===== src/rtl/tlp_wr_axi_master.sv =====
// Memory Write TLP (4-DW header, single beat) to AXI4 write master: AW, then W, then B.
// Optional error counters (drop_cnt, bresp_err_cnt) enabled by `TLP_WR_AXI_ERR_CNT_EN.
module tlp_wr_axi_master #(
  parameter int DOUBLE_WORD    = 32,
  parameter int HEADER_SIZE    = 4*DOUBLE_WORD,
  parameter int TLP_DATA_WIDTH = 8*DOUBLE_WORD,
  parameter int AXI_ADDR_WIDTH = 64
) (
  input  logic                        clk,
  input  logic                        rst,
  input  logic                        enable,
  input  logic [TLP_DATA_WIDTH-1:0]   in_data,
  input  logic [HEADER_SIZE-1:0]      in_hdr,
  input  logic                        in_sop,
  input  logic                        in_eop,
  input  logic                        in_valid,
  output logic                        in_ready,
  output logic [AXI_ADDR_WIDTH-1:0]   m_axi_awaddr,
  output logic [7:0]                  m_axi_awlen,
  output logic [2:0]                  m_axi_awsize,
  output logic [1:0]                  m_axi_awburst,
  output logic                        m_axi_awvalid,
  input  logic                        m_axi_awready,
  output logic [TLP_DATA_WIDTH-1:0]   m_axi_wdata,
  output logic [TLP_DATA_WIDTH/8-1:0] m_axi_wstrb,
  output logic                        m_axi_wlast,
  output logic                        m_axi_wvalid,
  input  logic                        m_axi_wready,
  input  logic [1:0]                  m_axi_bresp,
  input  logic                        m_axi_bvalid,
  output logic                        m_axi_bready,
  output logic                        busy
`ifdef TLP_WR_AXI_ERR_CNT_EN
  ,
  output logic [15:0]                 drop_cnt,
  output logic [15:0]                 bresp_err_cnt
`endif
);

  localparam int WW = 2*TLP_DATA_WIDTH;

  typedef enum logic [2:0] {S_IDLE, S_PREP, S_AW, S_W, S_B} state_t;
  state_t r_state, w_state_next;

  logic                      r_in_ready;
  logic [63:5]               r_addr;
  logic [2:0]                r_off;
  logic [3:0]                r_len;
  logic [3:0]                r_fbe, r_lbe;
  logic [TLP_DATA_WIDTH-1:0] r_data;
  logic                      r_two, r_beat;
  logic [WW-1:0]             r_wide, w_wide, w_dmask;
  logic [WW/8-1:0]           r_strb, w_strb;

  logic [9:0] w_len_raw;
  logic       w_legal, w_accept, w_aw_hs, w_w_hs, w_b_hs, w_last_beat;

  assign w_len_raw   = in_hdr[105:96];
  assign w_legal     = (in_hdr[127:120] == 8'b0110_0000) && in_sop && in_eop &&
                       (w_len_raw != 10'd0) && (w_len_raw <= 10'd8) && (in_hdr[67:64] != 4'h0) &&
                       (((w_len_raw == 10'd1) && (in_hdr[71:68] == 4'h0)) ||
                        ((w_len_raw >  10'd1) && (in_hdr[71:68] != 4'h0)));
  assign w_accept    = in_valid && r_in_ready;
  assign w_aw_hs     = (r_state == S_AW) && m_axi_awready;
  assign w_w_hs      = (r_state == S_W) && m_axi_wready;
  assign w_b_hs      = (r_state == S_B) && m_axi_bvalid;
  assign w_last_beat = (r_beat == r_two);

  always_comb begin
    w_state_next = r_state;
    case (r_state)
      S_IDLE: if (w_accept && w_legal) w_state_next = S_PREP;
      S_PREP: w_state_next = S_AW;
      S_AW:   if (w_aw_hs) w_state_next = S_W;
      S_W:    if (w_w_hs && w_last_beat) w_state_next = S_B;
      S_B:    if (w_b_hs) w_state_next = S_IDLE;
      default: w_state_next = S_IDLE;
    endcase
  end

  always_ff @(posedge clk) begin
    if (rst) begin
      r_state    <= S_IDLE;
      r_in_ready <= 1'b0;
      r_beat     <= 1'b0;
    end else begin
      r_state    <= w_state_next;
      r_in_ready <= enable && (w_state_next == S_IDLE) && !w_accept;
      if (r_state == S_PREP)
        r_beat <= 1'b0;
      else if (w_w_hs && !w_last_beat)
        r_beat <= 1'b1;
    end
  end

  // Lane placement over both beats: payload DW i lands on global lane off+i.
  always_comb begin
    w_strb  = '0;
    w_dmask = '0;
    for (int unsigned g = 0; g < 16; g++) begin
      if ((g >= 32'(r_off)) && (g < 32'(r_off) + 32'(r_len))) begin
        w_dmask[32*g +: 32] = '1;
        if (g == 32'(r_off))
          w_strb[4*g +: 4] = r_fbe;
        else if (g == 32'(r_off) + 32'(r_len) - 1)
          w_strb[4*g +: 4] = r_lbe;
        else
          w_strb[4*g +: 4] = 4'hF;
      end
    end
  end

  assign w_wide = ({{TLP_DATA_WIDTH{1'b0}}, r_data} << {r_off, 5'b0}) & w_dmask;

  // S_PREP registers the shifted beats so the barrel shift stays off the W path.
  always_ff @(posedge clk) begin
    if (w_accept && w_legal) begin
      r_addr <= {in_hdr[63:32], in_hdr[31:5]};
      r_off  <= in_hdr[4:2];
      r_len  <= in_hdr[99:96];
      r_fbe  <= in_hdr[67:64];
      r_lbe  <= in_hdr[71:68];
      r_data <= in_data;
      r_two  <= ({1'b0, in_hdr[4:2]} + in_hdr[99:96]) > 4'd8;
    end
    if (r_state == S_PREP) begin
      r_wide <= w_wide;
      r_strb <= w_strb;
    end
  end

  assign in_ready      = r_in_ready;
  assign m_axi_awvalid = (r_state == S_AW);
  assign m_axi_awaddr  = m_axi_awvalid ? AXI_ADDR_WIDTH'({r_addr, 5'b0}) : '0;
  assign m_axi_awlen   = m_axi_awvalid ? {7'b0, r_two} : '0;
  assign m_axi_awsize  = 3'd5;
  assign m_axi_awburst = 2'b01;
  assign m_axi_wvalid  = (r_state == S_W);
  assign m_axi_wdata   = !m_axi_wvalid ? '0 :
                         (r_beat ? r_wide[WW-1:TLP_DATA_WIDTH] : r_wide[TLP_DATA_WIDTH-1:0]);
  assign m_axi_wstrb   = !m_axi_wvalid ? '0 :
                         (r_beat ? r_strb[WW/8-1:TLP_DATA_WIDTH/8] : r_strb[TLP_DATA_WIDTH/8-1:0]);
  assign m_axi_wlast   = m_axi_wvalid && w_last_beat;
  assign m_axi_bready  = (r_state == S_B);
  assign busy          = (r_state != S_IDLE);

`ifdef TLP_WR_AXI_ERR_CNT_EN
  logic [15:0] r_drop_cnt, r_bresp_err_cnt;
  logic        w_unused;

  always_ff @(posedge clk) begin
    if (rst) begin
      r_drop_cnt      <= '0;
      r_bresp_err_cnt <= '0;
    end else begin
      if (w_accept && !w_legal && (r_drop_cnt != 16'hFFFF))
        r_drop_cnt <= r_drop_cnt + 16'd1;
      if (w_b_hs && (m_axi_bresp != 2'b00) && (r_bresp_err_cnt != 16'hFFFF))
        r_bresp_err_cnt <= r_bresp_err_cnt + 16'd1;
    end
  end

  assign drop_cnt      = r_drop_cnt;
  assign bresp_err_cnt = r_bresp_err_cnt;
  assign w_unused      = ^{in_hdr[119:106], in_hdr[95:72], in_hdr[1:0]};
`else
  logic w_unused;
  assign w_unused = ^{in_hdr[119:106], in_hdr[95:72], in_hdr[1:0], m_axi_bresp};
`endif

endmodule


===== config.mk =====
export PLATFORM = sky130hd
export DESIGN_NAME = tlp_wr_axi_master
export DESIGN_NICKNAME = d
export VERILOG_FILES = /design/src/rtl/tlp_wr_axi_master.sv
export SDC_FILE = /design/constraint.sdc
export NUM_CORES = 2
export LEC_CHECK = 0
export CAP_MARGIN = 20
export CORE_MARGIN = 3
export CORE_UTILIZATION = 40
export DETAILED_ROUTE_END_ITERATION = 16
export GPL_TIMING_DRIVEN = 1
export PLACE_DENSITY = 0.63
export SLEW_MARGIN = 0
export SYNTH_ARGS = -nofsm -noshare
export SYNTH_HDL_FRONTEND = slang
export SYNTH_SLANG_ARGS = --single-unit
export TNS_END_PERCENT = 30

===== constraint.sdc =====
create_clock -name clk -period 40.1 [get_ports clk]
set_input_delay 8.02 -clock clk [delete_from_list [all_inputs] [get_ports clk]]
set_output_delay 8.02 -clock clk [all_outputs]
set_load 0.02 [all_outputs]

### Word level (Yosys, flattened, before mapping)

Cells that the tools add are included.

| storage, ports and cells | value |
|---|---|
| register bits | 912 |

| operators by class | value |
|---|---|
| magnitude comparators | 26 |
| bitwise logic cells | 1 |
| $add $sub $neg | 3 |
| eq/ne operators | 29 |
| mux-type cells | 51 |
| reduce and logical (&&, ||, !) cells | 38 |
| shift-type cells | 1 |

Operators by type and width:

| operator | number |
|---|---|
| 2-to-1 mux 32 bit | 18 |
| AND 512 bit | 1 |
| 2-to-1 mux 256 bit | 2 |
| left shift 256 x 8 -> 512 bit | 1 |
| equality test 4 x 32 -> 1 bit (first input constant) | 8 |
| < comparator 4 x 32 -> 1 bit (first input constant) | 8 |
| equality test 3 x 32 -> 1 bit (first input constant) | 4 |
| < comparator 3 x 32 -> 1 bit (first input constant) | 4 |
| 2-to-1 mux 4 bit | 24 |
| equality test 2 x 32 -> 1 bit (first input constant) | 2 |
| < comparator 1 x 32 -> 1 bit (first input constant) | 2 |
| < comparator 2 x 32 -> 1 bit (first input constant) | 2 |
| 2-to-1 mux 64 bit | 1 |
| equality test 1 x 32 -> 1 bit (first input constant) | 1 |
| logical NOT 32 bit | 1 |
| logical AND 1 bit | 25 |
| case mux 3 bit (5 select lines) | 1 |
| equality test 3 bit (first input constant) | 4 |
| 2-to-1 mux 3 bit | 4 |
| equality test 10 x 1 -> 1 bit (second input constant) | 1 |
| > comparator 10 x 1 -> 1 bit (second input constant) | 1 |
| <= comparator 10 x 4 -> 1 bit (second input constant) | 1 |
| nonzero test 10 bit | 1 |
| greater-or-equal comparator 3 bit (first input constant) | 3 |
| other kinds (21) | 29 |

### Depth between registers and ports, before layout

| logic depth | value |
|---|---|
| word-level depth | 13 |
| depth in mapped cells | 10 |

### Least setup slack after synthesis

Ideal clock, no wire load.

| timing path | value |
|---|---|
| kind | flip-flop to flip-flop |
| start | register r_state[0] |
| end | register r_strb[0], enable pin |
| stages on the path, launching flop included | 3 |
| setup time | 2.230 ns |
| clock period less this slack | 41.929 ns |
| setup slack | -1.829 ns |
| buffers on the path | 1 |
| arrival | 39.699 ns |
| cells stage by stage | dfxtp_1 > clkbuf_1 > nor3b_1 |

| between the ends | value |
|---|---|
| word-level cells in the longest chain between the ends | 1 |

Ends and longest elaborated chain:

| what | RTL line | RTL |
|---|---|---|
| start, declared | 43 | `state_t r_state, w_state_next;` |
| start signal, assigned | 87 | `r_state <= w_state_next;` |
| equality test 3 x 1 -> 1 bit | 126 | `if (r_state == S_PREP) begin` |
| end signal, assigned | 128 | `r_strb <= w_strb;` |
| end, declared | 53 | `logic [WW/8-1:0] r_strb, w_strb;` |

Every way passes these cells.
A chain may end at the register's enable or synchronous reset.

### Worst setup path after layout

| timing path | value |
|---|---|
| start | register r_beat |
| end | output port m_axi_wdata[54] |

| between the ends | value |
|---|---|
| word-level cells in the longest chain between the ends | 2 |

Ends and longest elaborated chain:

| what | RTL line | RTL |
|---|---|---|
| start, declared | 51 | `logic r_two, r_beat;` |
| start signal, assigned | 85 | `r_beat <= 1'b0;` |
| start signal, assigned | 90 | `r_beat <= 1'b0;` |
| start signal, assigned | 92 | `r_beat <= 1'b1;` |
| 2-to-1 mux 256 bit | 140 | `(r_beat ? r_wide[WW-1:TLP_DATA_WIDTH] : r_wide[TLP_DATA_WIDTH-1:0]);` |
| 2-to-1 mux 256 bit | 139 | `assign m_axi_wdata = !m_axi_wvalid ? '0 :` |
| end, declared | 24 | `output logic [TLP_DATA_WIDTH-1:0] m_axi_wdata,` |

Every way passes these cells.

==> impl_results.md <==
- Top cell by count, worst path: buf_4
- DRC errors left: 0
- First drt pass iteration count: 5
- Max Slew Vio Count: 0
- Via density per instance: between 5 and 6
- WHS Path Cells: 2
- Antenna violations before repair: 9
- Register Area: about 0.026 mm²
- Clock network fraction of design power: 46.1%
- Starting DRT DRC Count: approximately 2800
- Row count: approximately 120
- Slew @ Worst Pin: 1.39 ns
- Seq/Total Area, Yosys: a little over 60%
- All-Layer GR Usage: about 25%
- Vias: about 30000
- Yosys cell types: 57
- Die Ht: roughly 330 µm
- Initial core utilization: between 40% and 50%
- Mean Syn Cell Area: about 12 µm²
- CTS H-tree lvls: 3
- Post-synthesis register bit count: roughly 900
- Final instance area: 0.0538 mm²
- Max Root-Sink Buffers: 3
- Post-CTS Resized: 0
- Setup bufs post-CTS: 0
- CP max stage delay: 0.97 ns
- Slew Limit Headroom: between 7 and 8%
- Worst R2R End: r_wide[338]$_DFFE_PP_
- Hold Path Sink: in_ready$_SDFF_PP0_
- Crit path required time: about 32 ns
- Hold-fix buffers, CTS: 0
- YS warnings: 0
- Detailed-route wire length per cell: between 20 and 30 µm
- Die Area: between 0.1 and 0.15 mm²
- # fillers: around 9000
- Internal: between 1500 and 2000 µW
- Clock root cell: clkbuf_16
- Layout cells sized above 1: about a tenth
- DRT antenna net count: 0
- Maximum capacitance violations: 0
- CP cell instances: buf_4 -> buf_4 -> mux2i_1 -> nor2_1 -> clkdlybuf4s50_1
- Placed cell area: a little over 0.05 mm²
- Placer Congestion: between 0.8 and 0.9
- Net Sw Power: approximately 380 µW
- Fin. Hold Viols: 0
- # IOs: roughly 770
- Power share of the sequential group: between 50% and 60%
- Multi-input gate area: about 0.015 mm²
- HPWL Detailed: approximately 91 mm
- CP Launch Point: r_beat$_SDFFE_PP0P_
- Worst vdd rail ir drop: ~0.000033 V
- Lkg Pwr: around 0.018 µW
- IO buf count: between 700 and 800
- Clk_lat worst skew: around 0.69 ns
- Commonest cells after routing, fill and taps aside: edfxtp_1 (875), clkdlybuf4s50_1 (706), nor2_1 (664)
- Clock sink count: 880
- Critical Path Start Type: flip-flop
- Vias in the first global route: between 20000 and 30000
- Power Dens Cells: 35.9 mW/mm²
- Synth async-reset ratio: 0%
- Clk slew on worst S/H paths: 0.06 ns
- R2r worst-path depth: 5
- # setup viols final: 0
- Worst-path fanout max: between 50 and 60
- Setup TNS: 0 ns
- Crit path DAT: roughly 4.5 ns
- R2r setup slk: approximately 35 ns
- Final worst slack: 27.54 ns
- Worst slack at placement: 27.80 ns
- Mapped Cells: 3431
- P&R area growth vs syn: 27.2%
- CP Capture Type: primary output
- Hold/Removal Path Class: flip-flop to flip-flop
- Largest net degree at the start of global routing: 200
- Nets: about 4400
- First-pass GRT wire length: around 200 mm
- Skew final: about 0.029 ns
- Crit Reg-Reg Startpoint: r_state[0]$_SDFF_PP0_
- Switching share of power: slightly below 20%
- EDFF count, synth: slightly below 900
- Max Fclk: ~80 MHz
- Worst setup path category: flip-flop to primary output
- Core ar.: between 0.1 and 0.15 mm²
- RSZ-0062 raised after global routing: false
- Slowest stage cell, crit path: dfxtp_4
- Final wirelength: 140 mm
- Gate power share: between 2 and 2.5%
- Tmin final: ~13 ns
- Most common cell after layout, fill and taps aside: edfxtp_1
- Grt ovf: 0
- Outcome: complete, no violations
- Hold Path Origin: in_ready$_SDFF_PP0_
- TritonCTS Buffers: 100
- Die W: 331 µm
- CTS tree: done
- Fin crit share: a little under a third
- Top_reg_cell synth: edfxtp_1
- Cell area after synthesis: 0.0423 mm²
-- critical path: cells and delay by family (launching register included) --
| family | cells | cell delay [ns] |
|---|---|---|
| buffers and inverters | 3 | 2.33 |
| flip-flops | 1 | 0.97 |
| multiplexers | 1 | 0.17 |
| AND/OR/NAND/NOR | 1 | 0.32 |
-- final cells by class --
cell class                 instances  area share, %
clock buffer                     127           4.94
tap                             1380           3.21
clock inverter                    54          0.904
antenna                            9         0.0419
sequential                       880           49.0
multi-input combinational       2282           27.8
timing repair buffer             768           14.1
inverter                           8         0.0651
-- logic make-up after synthesis --
logic type / synth area share (%)
compound gates: 7.36
xor+xnor: 0.104
fa+ha+maj: 0.272
buf+inv: 2.87
flops: 62.4
mux: 14.1
other cells: 0.0178
simple gates: 12.9
-- flip-flops by register name (all words and copies together), names as in the netlist --
signal	count
r_off	3
r_len	4
r_lbe	4
r_state	3
r_strb	64
r_beat	1
r_wide	480
r_two	1
r_fbe	4
r_data	256
r_addr	59
in_ready	1
-- power groups by stage --
| stage | Sequential, µW | Clock [µW] | Combinational (µW) |
|---|---|---|---|
| 2_1_floorplan | 1020 | 0 | 4.05 |
| 3_3_place_gp | 1020 | 0 | 39.4 |
| 3_5_place_dp | 1020 | 0 | 39.7 |
| 4_1_cts | 1000 | 906 | 40.0 |
| 5_1_grt | 1000 | 943 | 42.1 |
| 6_report | 1000 | 890 | 39.8 |
-- through the flow --
step / hold WS, ns / total power [µW] / std cells / util, %
6_report: 0.575 / 1930 / 5508 / 51.6
3_3_place_gp: 0.560 / 1060 / 5317 / 48.6
5_1_grt: 0.592 / 1990 / 5503 / 51.6
4_1_cts: 0.577 / 1950 / 5498 / 51.6
2_1_floorplan: 0.542 / 1030 / 3446 / -
3_5_place_dp: 0.570 / 1060 / 5317 / 48.6
-- per-layer routing --
layer	track usage (%)	vias up	routed length, µm	share of wire (%)
met5	0	-	13	0.0093
met4	8.83	2	4570	3.3
met3	6.01	239	11900	8.4
met2	40.5	1282	67500	48
met1	32.6	14800	56400	40
li1	-	13700	-	-
-- synthesized netlist by cell type (2+ instances only) --
library cell	count	area share, %
nand3_1	3	0.035
o22ai_1	2	0.030
and3_1	34	0.50
a2bb2oi_1	31	0.64
and2_1	226	3.3
conb_1	2	0.018
nor2b_1	44	0.65
fa_1	2	0.095
a21o_1	8	0.14
inv_1	8	0.071
o21ai_2	3	0.062
mux2i_1	421	10
nand2b_1	8	0.12
buf_4	19	0.34
dfxtp_1	5	0.24
o21ai_0	57	0.67
nor2_1	665	5.9
nor4_1	4	0.059
o31a_1	4	0.083
buf_1	23	0.20
nor3_1	28	0.33
buf_2	61	0.72
nor3b_1	2	0.035
a31oi_1	2	0.030
or2_2	35	0.52
o32ai_1	4	0.083
a211oi_1	39	0.69
nand3b_1	3	0.053
and4b_1	2	0.047
clkbuf_1	173	1.5
a21oi_1	185	2.2
xor2_1	4	0.083
a22oi_1	102	1.8
nand4_1	2	0.030
mux2_2	157	4.2
o21a_1	34	0.60
ha_1	6	0.18
o21ai_1	4	0.047
nand2_1	127	1.1
edfxtp_1	875	62
-- worst max path at each step --
stage	end	slack, ns	depth (start not counted)
after floorplan	r_state[0]$_SDFF_PP0_	5.60	5
after global placement	r_data[208]$_DFFE_PP_	27.86	8
after detailed placement	r_data[145]$_DFFE_PP_	27.80	8
after CTS	m_axi_wdata[182]	27.42	5
after global routing	m_axi_wdata[116]	27.29	5
final	m_axi_wdata[54]	27.54	5
No activity file was read; power rests on OpenSTA's default activity.
